### config.mk
export PLATFORM = sky130hd
export DESIGN_NAME = bus_uart_tx_slave
export DESIGN_NICKNAME = d
export VERILOG_FILES = /design/src/rtl/bus_uart_tx_slave.sv
export SDC_FILE = /design/constraint.sdc
export NUM_CORES = 1
export LEC_CHECK = 0
export CORE_UTILIZATION = 42
export DETAILED_ROUTE_END_ITERATION = 10
export MAX_ROUTING_LAYER = met4
export PLACE_DENSITY_LB_ADDON = 0.12
export SLEW_MARGIN = 20
export SYNTH_ARGS = -nofsm -noshare
export SYNTH_HDL_FRONTEND = slang
export SYNTH_SLANG_ARGS = --single-unit
export TNS_END_PERCENT = 1
### constraint.sdc
create_clock -name clk_i -period 3.2 [get_ports clk_i]
set_input_delay 0.64 -clock clk_i [delete_from_list [all_inputs] [get_ports clk_i]]
set_output_delay 0.64 -clock clk_i [all_outputs]
set_load 0.02 [all_outputs]
### src/rtl/bus_uart_tx_slave.sv
// rtl/bus_uart_tx_slave.sv - memory-mapped UART transmitter bus slave with TX FIFO
module bus_uart_tx_slave #(
  parameter logic [31:0] baseAddr     = 32'h5000_1000,
  parameter int unsigned CLKS_PER_BIT = 645,
  parameter int unsigned FIFO_DEPTH   = 16
) (
  input  logic        clk_i,
  input  logic        rst_ni,
  input  logic [31:0] bus_addrData_i,
  input  logic [3:0]  bus_byteEnables_i,
  input  logic [7:0]  bus_burstSize_i,
  input  logic        bus_readNWrite_i,
  input  logic        bus_beginTransaction_i,
  input  logic        bus_endTransaction_i,
  input  logic        bus_dataValid_i,
  output logic [31:0] bus_addrData_o,
  output logic        bus_endTransaction_o,
  output logic        bus_dataValid_o,
  output logic        bus_busy_o,
  output logic        bus_error_o,
  output logic        txd_o
);

  localparam int AW = $clog2(FIFO_DEPTH);
  localparam int LW = AW + 1;
  localparam logic [15:0] BAUD_MAX = 16'(CLKS_PER_BIT - 1);

  typedef enum logic [2:0] {
    BUS_IDLE, BUS_WRITE, BUS_READ_DATA, BUS_READ_END, BUS_ERROR
  } bus_state_e;

  typedef enum logic [1:0] {
    TX_IDLE, TX_START, TX_DATA, TX_STOP
  } tx_state_e;

  bus_state_e bus_state_q, bus_state_d;
  tx_state_e  tx_state_q, tx_state_d;

  logic          data_sel_q, data_sel_d;
  logic [31:0]   rdata_q, rdata_d;
  logic          dv_q, dv_d;
  logic          end_q, end_d;

  logic [7:0]    fifo_mem [FIFO_DEPTH];
  logic [AW-1:0] wr_ptr_q, rd_ptr_q;
  logic [LW-1:0] level_q;
  logic          push, pop;
  logic          fifo_full, fifo_empty;

  logic [15:0]   baud_q, baud_d;
  logic [2:0]    bit_q, bit_d;
  logic [7:0]    shreg_q, shreg_d;

  logic          sel;
  logic          tx_active;
  logic [8:0]    level_ext;
  logic [31:0]   status_word;

  // Address bits below the word and the upper byte lanes carry no meaning here.
  logic unused_bits;
  assign unused_bits = ^{bus_byteEnables_i[3:1], bus_addrData_i[1:0]};

  assign sel         = bus_beginTransaction_i && (bus_addrData_i[31:3] == baseAddr[31:3]);
  assign fifo_full   = (level_q == LW'(FIFO_DEPTH));
  assign fifo_empty  = (level_q == '0);
  assign tx_active   = (tx_state_q != TX_IDLE);
  assign level_ext   = 9'(level_q);
  assign status_word = {16'b0, level_ext[7:0], 5'b0, tx_active, fifo_empty, fifo_full};

  assign bus_addrData_o       = rdata_q;
  assign bus_dataValid_o      = dv_q;
  assign bus_endTransaction_o = end_q;
  assign bus_error_o          = (bus_state_q == BUS_ERROR);
  assign bus_busy_o           = (bus_state_q == BUS_WRITE) && fifo_full;
  assign txd_o                = (tx_state_q == TX_START) ? 1'b0 :
                                (tx_state_q == TX_DATA)  ? shreg_q[0] : 1'b1;

  // Bus FSM next state: decode, write beat acceptance, two-cycle read response.
  always_comb begin
    bus_state_d = bus_state_q;
    data_sel_d  = data_sel_q;
    rdata_d     = 32'h0;
    dv_d        = 1'b0;
    end_d       = 1'b0;
    push        = 1'b0;
    case (bus_state_q)
      BUS_IDLE: begin
        if (sel) begin
          data_sel_d = ~bus_addrData_i[2];
          if (bus_burstSize_i != 8'h0)  bus_state_d = BUS_ERROR;
          else if (bus_readNWrite_i)    bus_state_d = BUS_READ_DATA;
          else                          bus_state_d = BUS_WRITE;
        end
      end
      BUS_WRITE: begin
        push = data_sel_q && bus_dataValid_i && bus_byteEnables_i[0] && !fifo_full;
        if (bus_endTransaction_i) bus_state_d = BUS_IDLE;
      end
      BUS_READ_DATA: begin
        dv_d        = 1'b1;
        rdata_d     = data_sel_q ? 32'h0 : status_word;
        bus_state_d = BUS_READ_END;
      end
      BUS_READ_END: begin
        end_d       = 1'b1;
        bus_state_d = BUS_IDLE;
      end
      default: bus_state_d = BUS_IDLE;
    endcase
  end

  // Bus FSM and registered read-response outputs.
  always_ff @(posedge clk_i or negedge rst_ni) begin
    if (!rst_ni) begin
      bus_state_q <= BUS_IDLE;
      data_sel_q  <= 1'b0;
      rdata_q     <= 32'h0;
      dv_q        <= 1'b0;
      end_q       <= 1'b0;
    end else begin
      bus_state_q <= bus_state_d;
      data_sel_q  <= data_sel_d;
      rdata_q     <= rdata_d;
      dv_q        <= dv_d;
      end_q       <= end_d;
    end
  end

  // FIFO storage; contents need no reset since the level gates every read.
  always_ff @(posedge clk_i) begin
    if (push) fifo_mem[wr_ptr_q] <= bus_addrData_i[7:0];
  end

  // FIFO pointers and occupancy; simultaneous push and pop leave the level unchanged.
  always_ff @(posedge clk_i or negedge rst_ni) begin
    if (!rst_ni) begin
      wr_ptr_q <= '0;
      rd_ptr_q <= '0;
      level_q  <= '0;
    end else begin
      if (push) wr_ptr_q <= wr_ptr_q + AW'(1);
      if (pop)  rd_ptr_q <= rd_ptr_q + AW'(1);
      level_q <= level_q + LW'(push) - LW'(pop);
    end
  end

  // TX FSM next state: start bit, 8 data bits LSB first, stop bit; chains frames from STOP.
  always_comb begin
    tx_state_d = tx_state_q;
    baud_d     = baud_q;
    bit_d      = bit_q;
    shreg_d    = shreg_q;
    pop        = 1'b0;
    case (tx_state_q)
      TX_IDLE: begin
        if (!fifo_empty) begin
          pop        = 1'b1;
          shreg_d    = fifo_mem[rd_ptr_q];
          baud_d     = 16'h0;
          tx_state_d = TX_START;
        end
      end
      TX_START: begin
        if (baud_q == BAUD_MAX) begin
          baud_d     = 16'h0;
          bit_d      = 3'd0;
          tx_state_d = TX_DATA;
        end else begin
          baud_d = baud_q + 16'd1;
        end
      end
      TX_DATA: begin
        if (baud_q == BAUD_MAX) begin
          baud_d = 16'h0;
          if (bit_q == 3'd7) begin
            tx_state_d = TX_STOP;
          end else begin
            bit_d   = bit_q + 3'd1;
            shreg_d = {1'b0, shreg_q[7:1]};
          end
        end else begin
          baud_d = baud_q + 16'd1;
        end
      end
      default: begin
        if (baud_q == BAUD_MAX) begin
          baud_d = 16'h0;
          if (!fifo_empty) begin
            pop        = 1'b1;
            shreg_d    = fifo_mem[rd_ptr_q];
            tx_state_d = TX_START;
          end else begin
            tx_state_d = TX_IDLE;
          end
        end else begin
          baud_d = baud_q + 16'd1;
        end
      end
    endcase
  end

  // TX FSM state, baud counter, bit index and shift register.
  always_ff @(posedge clk_i or negedge rst_ni) begin
    if (!rst_ni) begin
      tx_state_q <= TX_IDLE;
      baud_q     <= 16'h0;
      bit_q      <= 3'd0;
      shreg_q    <= 8'h0;
    end else begin
      tx_state_q <= tx_state_d;
      baud_q     <= baud_d;
      bit_q      <= bit_d;
      shreg_q    <= shreg_d;
    end
  end

endmodule

== Yosys cells after proc, flatten, opt, wreduce, memory -nomap -nowiden ==
Memories as Yosys holds them, arrays and structs flattened.
Index checks and enable logic that the tools add are counted.

* Add/subtract/negate cells: 6
* Bitwise operators: 2
* Mux-type cells: 36
* Equality and inequality tests: 17
* Reduce and logical (&&, ||, !) cells: 19

{| class="wikitable"
|+ Operators with widths
! cell !! count
|-
| $mux 16 || 3
|-
| $mux 8 || 4
|-
| $eq 29x28->1 const B || 1
|-
| $mux 13 || 2
|-
| $pmux 8 s3 || 1
|-
| $mux 3 || 6
|-
| $add 16x1->16 const B || 1
|-
| $eq 16x10->1 const B || 1
|-
| $mux 2 || 6
|-
| $mux 1 || 10
|-
| $pmux 3 s3 || 1
|-
| $add 4x1->4 const B || 2
|-
| $ne 2x2->1 const B || 4
|-
| $reduce_and 4->1 || 2
|-
| $reduce_bool 8->1 || 1
|-
| $eq 3x2->1 const B || 2
|-
| $eq 3x3->1 const B || 2
|-
| $ne 2x1->1 const B || 3
|-
| $pmux 2 s3 || 1
|-
| $pmux 3 s2 || 1
|-
| $reduce_bool 2->1 || 3
|-
| $add 5x1->5 || 1
|-
| $eq 5x5->1 const B || 1
|-
| $logic_and 1x1->1 || 5
|-
| 14 further kinds || 16
|}

* Memory bits (writable): 128
* Input bits: 50
* Output and inout port bits: 37
* Logic and storage cells: 93
* Flip-flop bits (word level): 80
* Memories: 1

{| class="wikitable"
|+ Memory list
! name !! depth !! bits a word !! rd ports !! clocked after Yosys merged registers in !! write ports !! RTL line !! RTL
|-
| fifo_mem || 16 || 8 || 1 || 0 || 1 || 44 || <nowiki>logic [7:0] fifo_mem [FIFO_DEPTH];</nowiki>
|}

== Longest topological paths before layout ==
Gate-level depths: netlist of the first run.

* Depth after elaboration: 6
* Gate-level depth with buffers: 17
* Mapped depth without buffers: 16

== Worst setup path before layout of the first run ==
OpenSTA, ideal clock, no wires.

* Kind: flip-flop to flip-flop
* Start point: reg baud_q[0]
* End point: reg level_q[4]
* Buffers on the path: 1
* Path slack: 448 ps
* Cell stages (with the launch flop): 18
* Arrival time: 2,627 ps
* Data required time: 3,075 ps
* Clock period less this slack: 2,752 ps
* Setup time: 125 ps
* Cells stage by stage: dfrtp_1 > inv_1 > ha_1 > and4b_1 > and4_1 > buf_6 > mux2i_1 > nor2_1 > ha_1 > inv_1 > ha_1 > inv_1 > fa_1 > inv_1 > a21oi_1 > nor2_1 > nor2_1 > xnor2_1

* Cells in the longest elaborated chain, start to end: 4

{| class="wikitable"
|+ Ends and longest elaborated chain
! element !! RTL line !! RTL
|-
| start: declaration || 50 || <nowiki>logic [15:0] baud_q, baud_d;</nowiki>
|-
| start signal: assignment || 211 || <nowiki>baud_q <= baud_d;</nowiki>
|-
| $eq 16x10->1 || 186 || <nowiki>if (baud_q == BAUD_MAX) begin</nowiki>
|-
| $mux 1 || 186 ||
|-
| $pmux 1 s2 || 154 || <nowiki>case (tx_state_q)</nowiki>
|-
| net pop || 47 || <nowiki>logic push, pop;</nowiki>
|-
| $sub 5x1->5 || 143 || <nowiki>level_q <= level_q + LW'(push) - LW'(pop);</nowiki>
|-
| end signal: assignment || 143 ||
|-
| end: declaration || 46 || <nowiki>logic [LW-1:0] level_q;</nowiki>
|}

The timed path passes the listed nets, and every way through them passes these cells.
A chain may end at the register's enable or synchronous reset.

== Worst setup path in the final report of the first run ==
Ends and elaborated chain as after synthesis.

==> results by group, run 1 <==
Power
  – Sequential group share of total power: 0.533
  – Internal portion of total power: 3.722 mW
  – Switching part of the total: 0.2216
  – Maximum VDD drop: 0.3442 mV
  – Pwr/cell area: 491.7 mW/mm^2
  – Proportion of power drawn by the clock network: 0.440
  – Reported net switching power: 1.059 mW
  – Leakage power figure: 3.547 nW
  – Combinational group share of total power: 0.027

Worst hold path
  – Path class of the lowest-slack min-delay path: in -> async

STA
  – Peak Freq: 356.3 MHz
  – Final count of hold timing violations: 0
  – Clock period minus final worst setup slack: 2.807 ns
  – Final slew viol count: 0
  – Worst hold slack across all endpoints: 0.2461 ns
  – Transition time of the tightest slew-check pin: 0.7657 ns
  – Final setup vio count: 0
  – Period utilization: 0.8770
  – Max-slew headroom at the worst pin: 0.4895
  – Setup repair after global routing missed its margin: no
  – Clock skew: 0.01368 ns
  – Setup TNS after final layout: 0 ns

Route
  – DRC violation total after the first TritonRoute iteration: 229
  – Antenna Nets Post-Route: 0
  – DR pass1 iterations: 4
  – DRC viols: 0
  – Wire length after detailed routing: 16,640 microns
  – Wire per inst: 17.99 microns
  – Vias: 4,779
  – Vias per std cell: 5.166

Worst setup path
  – Maximum fanout along the worst path: 6
  – Data required time of the worst path: 3.52 ns
  – Startpoint-to-endpoint class of the critical path: reg -> reg
  – Arrival time reported for the critical path endpoint: 3.12 ns
  – Startpoint type of the worst setup path: flop
  – Critical path capture point type: flop

Synth
  – Number of warnings printed during yosys synthesis: 0
  – Most area-consuming cells after synthesis: sky130_fd_sc_hd__edfxtp_1 (47%), sky130_fd_sc_hd__dfrtp_1 (17%), sky130_fd_sc_hd__mux2i_1 (5.4%)
  – Sequential-to-total area share from yosys stat: 0.6393
  – Post-synthesis register bit count: 184
  – Async S/R FF share, synth: 0.3043
  – Top flip-flop cell by instance count after synthesis: sky130_fd_sc_hd__edfxtp_1
  – Average footprint of a synthesized cell: 14.27 sq um
  – Share of Yosys cell area claimed by the top area cell type: 0.4685
  – Syn Inst Count: 575
  – Post-synth EDFFs: 128
  – Total standard cell area after synthesis: 0.008204 sq mm
  – Top cell type by total area after synthesis: sky130_fd_sc_hd__edfxtp_1
  – Yosys cell types: 50

Layout
  – FF/Latch Area: 0.005246 sq mm
  – Area taken by multi-input logic gates: 0.002666 sq mm
  – Count of antenna diodes in the layout: 0
  – Number of nets in the layout: 723
  – Layout-stage area growth over the synthesis result: 18.51%
  – Commonest non-fill, non-tap cell in the layout: sky130_fd_sc_hd__edfxtp_1
  – Ratio of cells with drive above 1 in the final layout: 0.1323
  – Most frequent cells in the layout: sky130_fd_sc_hd__edfxtp_1 (128), sky130_fd_sc_hd__clkdlybuf4s50_1 (58), sky130_fd_sc_hd__dfrtp_1 (55)
  – Filler cell count in the final layout: 1,602

Die
  – Effective utilization at floorplan: 0.4328
  – Vertical die dimension: 141.8 microns
  – Number of rows created at floorplan: 50
  – Core Area: 0.01896 sq mm
  – Area enclosed by the die boundary: 0.02010 sq mm
  – Count of boundary I/O pins: 87
  – Die width: 141.8 microns

CTS
  – Clock Latency Late Sink: 0.43 ns
  – Count of cells resized by post-cts repair: 0
  – Total CTS buffers: 17
  – Master cell of the clock root buffer: sky130_fd_sc_hd__clkbuf_16
  – H-tree Lvls: 4
  – # Post-CTS Setup Buffers: 0
  – Clock-pin transition on the worst setup and hold timing paths: 0.07 ns
  – Clock sinks: 184
  – Number of buffers on the longest clock path: 2
  – Number of hold buffers added after cts: 0
  – Clock tree from TritonCTS: yes

Global routing
  – Global-route wire length before repair: 26,140 microns
  – Via count of the first global-routing pass: 4,745
  – GR Overflow Total: 0
  – GRT Resource Usage Total: 0.1831
  – Number of antenna violations at the first check in global routing: 0
  – Largest net degree at the start of global routing: 28

Placed design
  – Quantity of I/O buffers inserted on ports: 59
  – Placer's final routability congestion estimate: 0.8096
  – Detailed-placement wirelength estimate: 11,210 microns

Job
  – Reported max-cap violation count: 0

Outcome
  – Result of the run: finished clean
## path summary, 6_finish.rpt
kind	from	to	slack, ns	cells past startpoint
max in group asynchronous	rst_ni	rd_ptr_q[1]$_DFFE_PN0P_	2.27	2
max reg2reg	baud_q[0]$_DFFE_PN0P_	level_q[4]$_DFF_PN0_	0.39	16
min	rst_ni	bus_addrData_o[0]$_DFF_PN0_	0.25	1
min in group clk_i	shreg_q[5]$_DFFE_PN0P_	shreg_q[5]$_DFFE_PN0P_	0.52	1
min reg2reg	shreg_q[5]$_DFFE_PN0P_	shreg_q[5]$_DFFE_PN0P_	0.52	1
max	baud_q[0]$_DFFE_PN0P_	level_q[4]$_DFF_PN0_	0.39	16
## cell usage after synthesis (7+ instances only)
cell type,instances
sky130_fd_sc_hd__nand3_1,11
sky130_fd_sc_hd__mux4_2,16
sky130_fd_sc_hd__nand2_1,26
sky130_fd_sc_hd__a21oi_1,16
sky130_fd_sc_hd__and3_1,7
sky130_fd_sc_hd__inv_1,26
sky130_fd_sc_hd__buf_2,9
sky130_fd_sc_hd__o21ai_0,22
sky130_fd_sc_hd__nor4_1,13
sky130_fd_sc_hd__nor2_1,23
sky130_fd_sc_hd__dfrtp_1,56
sky130_fd_sc_hd__mux2i_1,44
sky130_fd_sc_hd__mux2_2,10
sky130_fd_sc_hd__xnor2_1,8
sky130_fd_sc_hd__and2_1,13
sky130_fd_sc_hd__a22o_1,10
sky130_fd_sc_hd__nor3_1,13
sky130_fd_sc_hd__buf_4,24
sky130_fd_sc_hd__clkbuf_1,9
sky130_fd_sc_hd__ha_1,19
sky130_fd_sc_hd__edfxtp_1,128
## critical path, stage by stage, from the launching register on
cell	delay, ns
sky130_fd_sc_hd__dfrtp_1	0.42
sky130_fd_sc_hd__inv_1	0.06
sky130_fd_sc_hd__ha_1	0.18
sky130_fd_sc_hd__and4b_1	0.18
sky130_fd_sc_hd__and4_1	0.18
sky130_fd_sc_hd__mux2i_1	0.26
sky130_fd_sc_hd__nor2_1	0.11
sky130_fd_sc_hd__ha_1	0.28
sky130_fd_sc_hd__inv_1	0.05
sky130_fd_sc_hd__ha_1	0.15
sky130_fd_sc_hd__inv_1	0.05
sky130_fd_sc_hd__fa_1	0.39
sky130_fd_sc_hd__inv_1	0.07
sky130_fd_sc_hd__a21oi_1	0.05
sky130_fd_sc_hd__nor2_1	0.08
sky130_fd_sc_hd__nor2_1	0.06
sky130_fd_sc_hd__xnor2_1	0.12
## stage by stage
stage / total power [mW] / setup slack, ns / instance area [sq um] / std cells / utilization
final: 4.781 / 0.3935 / 9723 / 925 / 0.5129
after global routing: 4.933 / 0.1632 / 9723 / 925 / 0.5129
after CTS: 4.830 / 0.3563 / 9723 / 925 / 0.5129
after detailed placement: 2.731 / 0.1711 / 9119 / 894 / 0.4811
after global placement: 2.728 / 0.2300 / 9119 / 894 / 0.4811
after floorplan: 2.652 / 0.4478 / 8290 / 598 / -
## power groups by stage
stage	logic [mW]	registers, mW	clock network, mW
final	0.128	2.55	2.10
after global routing	0.141	2.55	2.24
after CTS	0.131	2.55	2.15
after detailed placement	0.131	2.60	0
after global placement	0.127	2.60	0
after floorplan	0.0505	2.60	0
## logic make-up (layout without fill, tap and decap cells)
kind of cell             Yosys count  count (layout)  share of synthesized area
flip-flops                       184             184                     0.6393
AND/OR/NAND/NOR                  140             140                    0.09471
other                              1              24                  0.0004571
multiplexers                      70              70                     0.1113
adder cells (fa/ha/maj)           20              20                    0.03142
buffers and inverters             72             139                    0.04621
XOR/XNOR                          13              13                    0.01388
AO/OA/AOI/OAI                     75              75                    0.06268
## cell type report
| cell class | instances | area share |
|---|---|---|
| multi-input combinational | 342 | 0.2742 |
| tap | 260 | 0.03346 |
| inverter | 26 | 0.01004 |
| clock inverter | 14 | 0.01840 |
| sequential | 184 | 0.5396 |
| timing repair buffer | 82 | 0.08056 |
| clock buffer | 17 | 0.04375 |
## flip-flops by register name, indices dropped and copies added (netlist names)
| name | count |
|---|---|
| fifo_mem | 128 |
| baud_q | 16 |
| bus_addrData_o | 8 |
| shreg_q | 8 |
| level_q | 5 |
| rd_ptr_q | 4 |
| wr_ptr_q | 4 |
| bit_q | 3 |
| bus_state_q | 3 |
| tx_state_q | 2 |
| bus_dataValid_o | 1 |
| bus_endTransaction_o | 1 |
| data_sel_q | 1 |
## routing by layer
metal	global-route usage	wire [microns]	up-vias
li1	-	-	2272
met1	0.2305	7155	2358
met2	0.2904	8349	134
met3	0.04050	926	15
met4	0.06961	212	0
met5	-	0	-
Note: power is estimated with default switching activity, not from simulation.
==> run 2, diff against run 1 <==
==> constraint.sdc (replaced) <==
create_clock -name clk_i -period 3.5 [get_ports clk_i]
set_input_delay 0.7 -clock clk_i [delete_from_list [all_inputs] [get_ports clk_i]]
set_output_delay 0.7 -clock clk_i [all_outputs]
set_load 0.02 [all_outputs]
==> run 2 against run 1 <==
Compared with the run above:
- utilization down 0.31 points
- count of clock-buffer cells in the layout rose by 1
- global-route usage down 0.19 points
- final cell count unchanged
- non-clock buffer count decreased by 1
- power is 9.9% lower
- via count grew 0.61%
- worst hold slack better by 0.088 ns
- sequential share of layout area is 0.33 points higher
- critical endpoint unchanged
- register-to-register slack worse by 0.03 ns
- first-iteration DRC count up 18%
==> results by group, run 2 (synthesized netlist as in run 1, its figures left out) <==
Outcome
  – Result of the run: finished clean

CTS
  – Clock-pin transition on the worst setup and hold timing paths: 0.08 ns (about the same)
  – Master cell of the clock root buffer: sky130_fd_sc_hd__clkbuf_16
  – Number of hold buffers added after cts: 0 (unchanged)
  – H-tree Lvls: 4 (unchanged)
  – # Post-CTS Setup Buffers: 0 (unchanged)
  – Clock tree from TritonCTS: yes
  – Total CTS buffers: 17 (unchanged)
  – Number of buffers on the longest clock path: 2 (unchanged)
  – Clock Latency Late Sink: 0.43 ns (about the same)
  – Clock sinks: 184 (unchanged)
  – Count of cells resized by post-cts repair: 0 (unchanged)

Global routing
  – GR Overflow Total: 0 (unchanged)
  – Via count of the first global-routing pass: 4,894 (+3.1%)
  – GRT Resource Usage Total: 0.1812 (-0.001942)
  – Largest net degree at the start of global routing: 32 (+14%)
  – Number of antenna violations at the first check in global routing: 0 (unchanged)
  – Global-route wire length before repair: 26,230 microns (+0.31%)

Placed design
  – Quantity of I/O buffers inserted on ports: 59 (unchanged)
  – Detailed-placement wirelength estimate: 11,450 microns (+2.1%)
  – Placer's final routability congestion estimate: 0.8216 (+1.5%)

Job
  – Reported max-cap violation count: 0 (unchanged)

STA
  – Final slew viol count: 0 (unchanged)
  – Final count of hold timing violations: 0 (unchanged)
  – Final setup vio count: 0 (unchanged)
  – Transition time of the tightest slew-check pin: 0.7645 ns (-0.001180 ns)
  – Max-slew headroom at the worst pin: 0.4903 (+0.0007860)
  – Clock skew: 0.01546 ns (+0.001780 ns)
  – Period utilization: 0.8961 (+0.01906)
  – Setup TNS after final layout: 0 ns (unchanged)
  – Peak Freq: 318.8 MHz (-11%)
  – Setup repair after global routing missed its margin: no
  – Clock period minus final worst setup slack: 3.136 ns (+0.3298 ns)

Route
  – Antenna Nets Post-Route: 0 (unchanged)
  – Wire length after detailed routing: 16,570 microns (-0.46%)
  – DRC viols: 0 (unchanged)
  – Wire per inst: 17.91 microns (-0.46%)
  – Vias per std cell: 5.198 (+0.61%)
  – DRC violation total after the first TritonRoute iteration: 271 (+18%)
  – Vias: 4,808 (+0.61%)
  – DR pass1 iterations: 5 (+1)

Worst setup path
  – Critical path capture point type: flop
  – Logic depth of the worst register-to-register path: 16 (unchanged)
  – Worst R2R Setup Slack: 0.36 ns (-0.03 ns)
  – Data required time of the worst path: 3.82 ns (+0.30 ns)
  – Crit Reg-Reg Endpoint: level_q[4]$_DFF_PN0_
  – Maximum fanout along the worst path: 8 (+2)
  – Arrival time reported for the critical path endpoint: 3.45 ns (+0.33 ns)
  – Startpoint type of the worst setup path: flop
  – Startpoint of the worst-slack reg-to-reg timing path: baud_q[0]$_DFFE_PN0P_
  – Startpoint-to-endpoint class of the critical path: reg -> reg

Layout
  – Number of nets in the layout: 722 (-0.14%)
  – Ratio of cells with drive above 1 in the final layout: 0.1308 (-0.001504)
  – Most frequent cells in the layout: sky130_fd_sc_hd__edfxtp_1 (128), sky130_fd_sc_hd__clkdlybuf4s50_1 (58), sky130_fd_sc_hd__dfrtp_1 (55)
  – Register containing the most flip-flops in the final layout: fifo_mem
  – Layout-stage area growth over the synthesis result: 17.80%
  – Count of antenna diodes in the layout: 0 (unchanged)
  – Filler cell count in the final layout: 1,597 (-0.31%)
  – Final Util: 0.5098 (-0.003102)
  – Commonest non-fill, non-tap cell in the layout: sky130_fd_sc_hd__edfxtp_1
  – FF/Latch Area: 0.005246 sq mm (unchanged)
  – Area taken by multi-input logic gates: 0.002666 sq mm (unchanged)
  – Flip-flop count of the largest register, all copies and words added: 128 (unchanged)
  – Largest registers: fifo_mem x128, baud_q x16

Die
  – Number of rows created at floorplan: 50 (unchanged)
  – Vertical die dimension: 141.8 microns (unchanged)
  – Count of boundary I/O pins: 87 (unchanged)
  – Area enclosed by the die boundary: 0.02010 sq mm (unchanged)
  – Effective utilization at floorplan: 0.4328 (unchanged)
  – Die width: 141.8 microns (unchanged)
  – Core Area: 0.01896 sq mm (unchanged)

Power
  – Maximum VDD drop: 0.4053 mV (+18%)
  – Pwr/cell area: 445.6 mW/mm^2 (-9.4%)
  – Leakage power figure: 3.531 nW (-0.46%)
  – Design Power: 4.306 mW (-9.9%)

Worst hold path
  – Path class of the lowest-slack min-delay path: in -> async
-- run 2: power breakdown --
part,leakage (nW),switching [mW],internal (mW),total (mW)
sequential,1.86,0.00000171,2.33,2.33
clock,0.287,0.901,0.960,1.86
combinational,1.38,0.0661,0.0491,0.115
total,3.53,0.967,3.34,4.31
-- run 2: worst max-delay path by stage --
stage                                     start              endpoint  slack (ns)  cells past startpoint
after floorplan           baud_q[0]$_DFFE_PN0P_  level_q[4]$_DFF_PN0_        0.75                     17
after detailed placement  baud_q[0]$_DFFE_PN0P_  level_q[4]$_DFF_PN0_        0.39                     16
final                     baud_q[0]$_DFFE_PN0P_  level_q[4]$_DFF_PN0_        0.36                     16
after CTS                 baud_q[0]$_DFFE_PN0P_  level_q[4]$_DFF_PN0_        0.38                     16
after global placement    baud_q[0]$_DFFE_PN0P_  level_q[4]$_DFF_PN0_        0.43                     16
after global routing      baud_q[0]$_DFFE_PN0P_  level_q[4]$_DFF_PN0_         0.1                     16
-- run 2: metal layers --
| metal | track usage | wire (microns) | part of all wire | vias up |
|---|---|---|---|---|
| met5 | - | 0 | 0 | - |
| met4 | 0.05037 | 139 | 0.0084 | 0 |
| met3 | 0.04016 | 843 | 0.051 | 12 |
| met2 | 0.2948 | 8185 | 0.49 | 128 |
| met1 | 0.2288 | 7398 | 0.45 | 2396 |
| li1 | - | - | - | 2272 |
-- run 2: cell type report --
| cell class | instances | area share |
|---|---|---|
| sequential | 184 | 0.5429 |
| multi-input combinational | 342 | 0.2759 |
| timing repair buffer | 81 | 0.07768 |
| clock buffer | 18 | 0.04441 |
| tap | 260 | 0.03366 |
| clock inverter | 14 | 0.01541 |
| inverter | 26 | 0.01010 |
-- run 2: worst max-delay path, stage by stage (launching register included) --
cell	delay, ns
sky130_fd_sc_hd__dfrtp_1	0.43
sky130_fd_sc_hd__inv_1	0.08
sky130_fd_sc_hd__ha_1	0.13
sky130_fd_sc_hd__and4b_1	0.18
sky130_fd_sc_hd__and4_1	0.39
sky130_fd_sc_hd__mux2i_1	0.20
sky130_fd_sc_hd__nor2_1	0.27
sky130_fd_sc_hd__ha_1	0.29
sky130_fd_sc_hd__inv_1	0.05
sky130_fd_sc_hd__ha_1	0.15
sky130_fd_sc_hd__inv_1	0.05
sky130_fd_sc_hd__fa_1	0.42
sky130_fd_sc_hd__inv_1	0.08
sky130_fd_sc_hd__a21oi_1	0.06
sky130_fd_sc_hd__nor2_1	0.09
sky130_fd_sc_hd__nor2_1	0.06
sky130_fd_sc_hd__xnor2_1	0.11
-- run 2: metrics by stage --
stage / cell area (sq um) / instances / hold WS [ns] / setup slack, ns
final: 9664 / 925 / 0.3343 / 0.3636
after global routing: 9664 / 925 / 0.3981 / 0.09582
after CTS: 9664 / 925 / 0.3566 / 0.3814
after detailed placement: 9086 / 893 / 0.4964 / 0.3870
after global placement: 9086 / 893 / 0.4930 / 0.4258
after floorplan: 8290 / 598 / 0.4044 / 0.7478
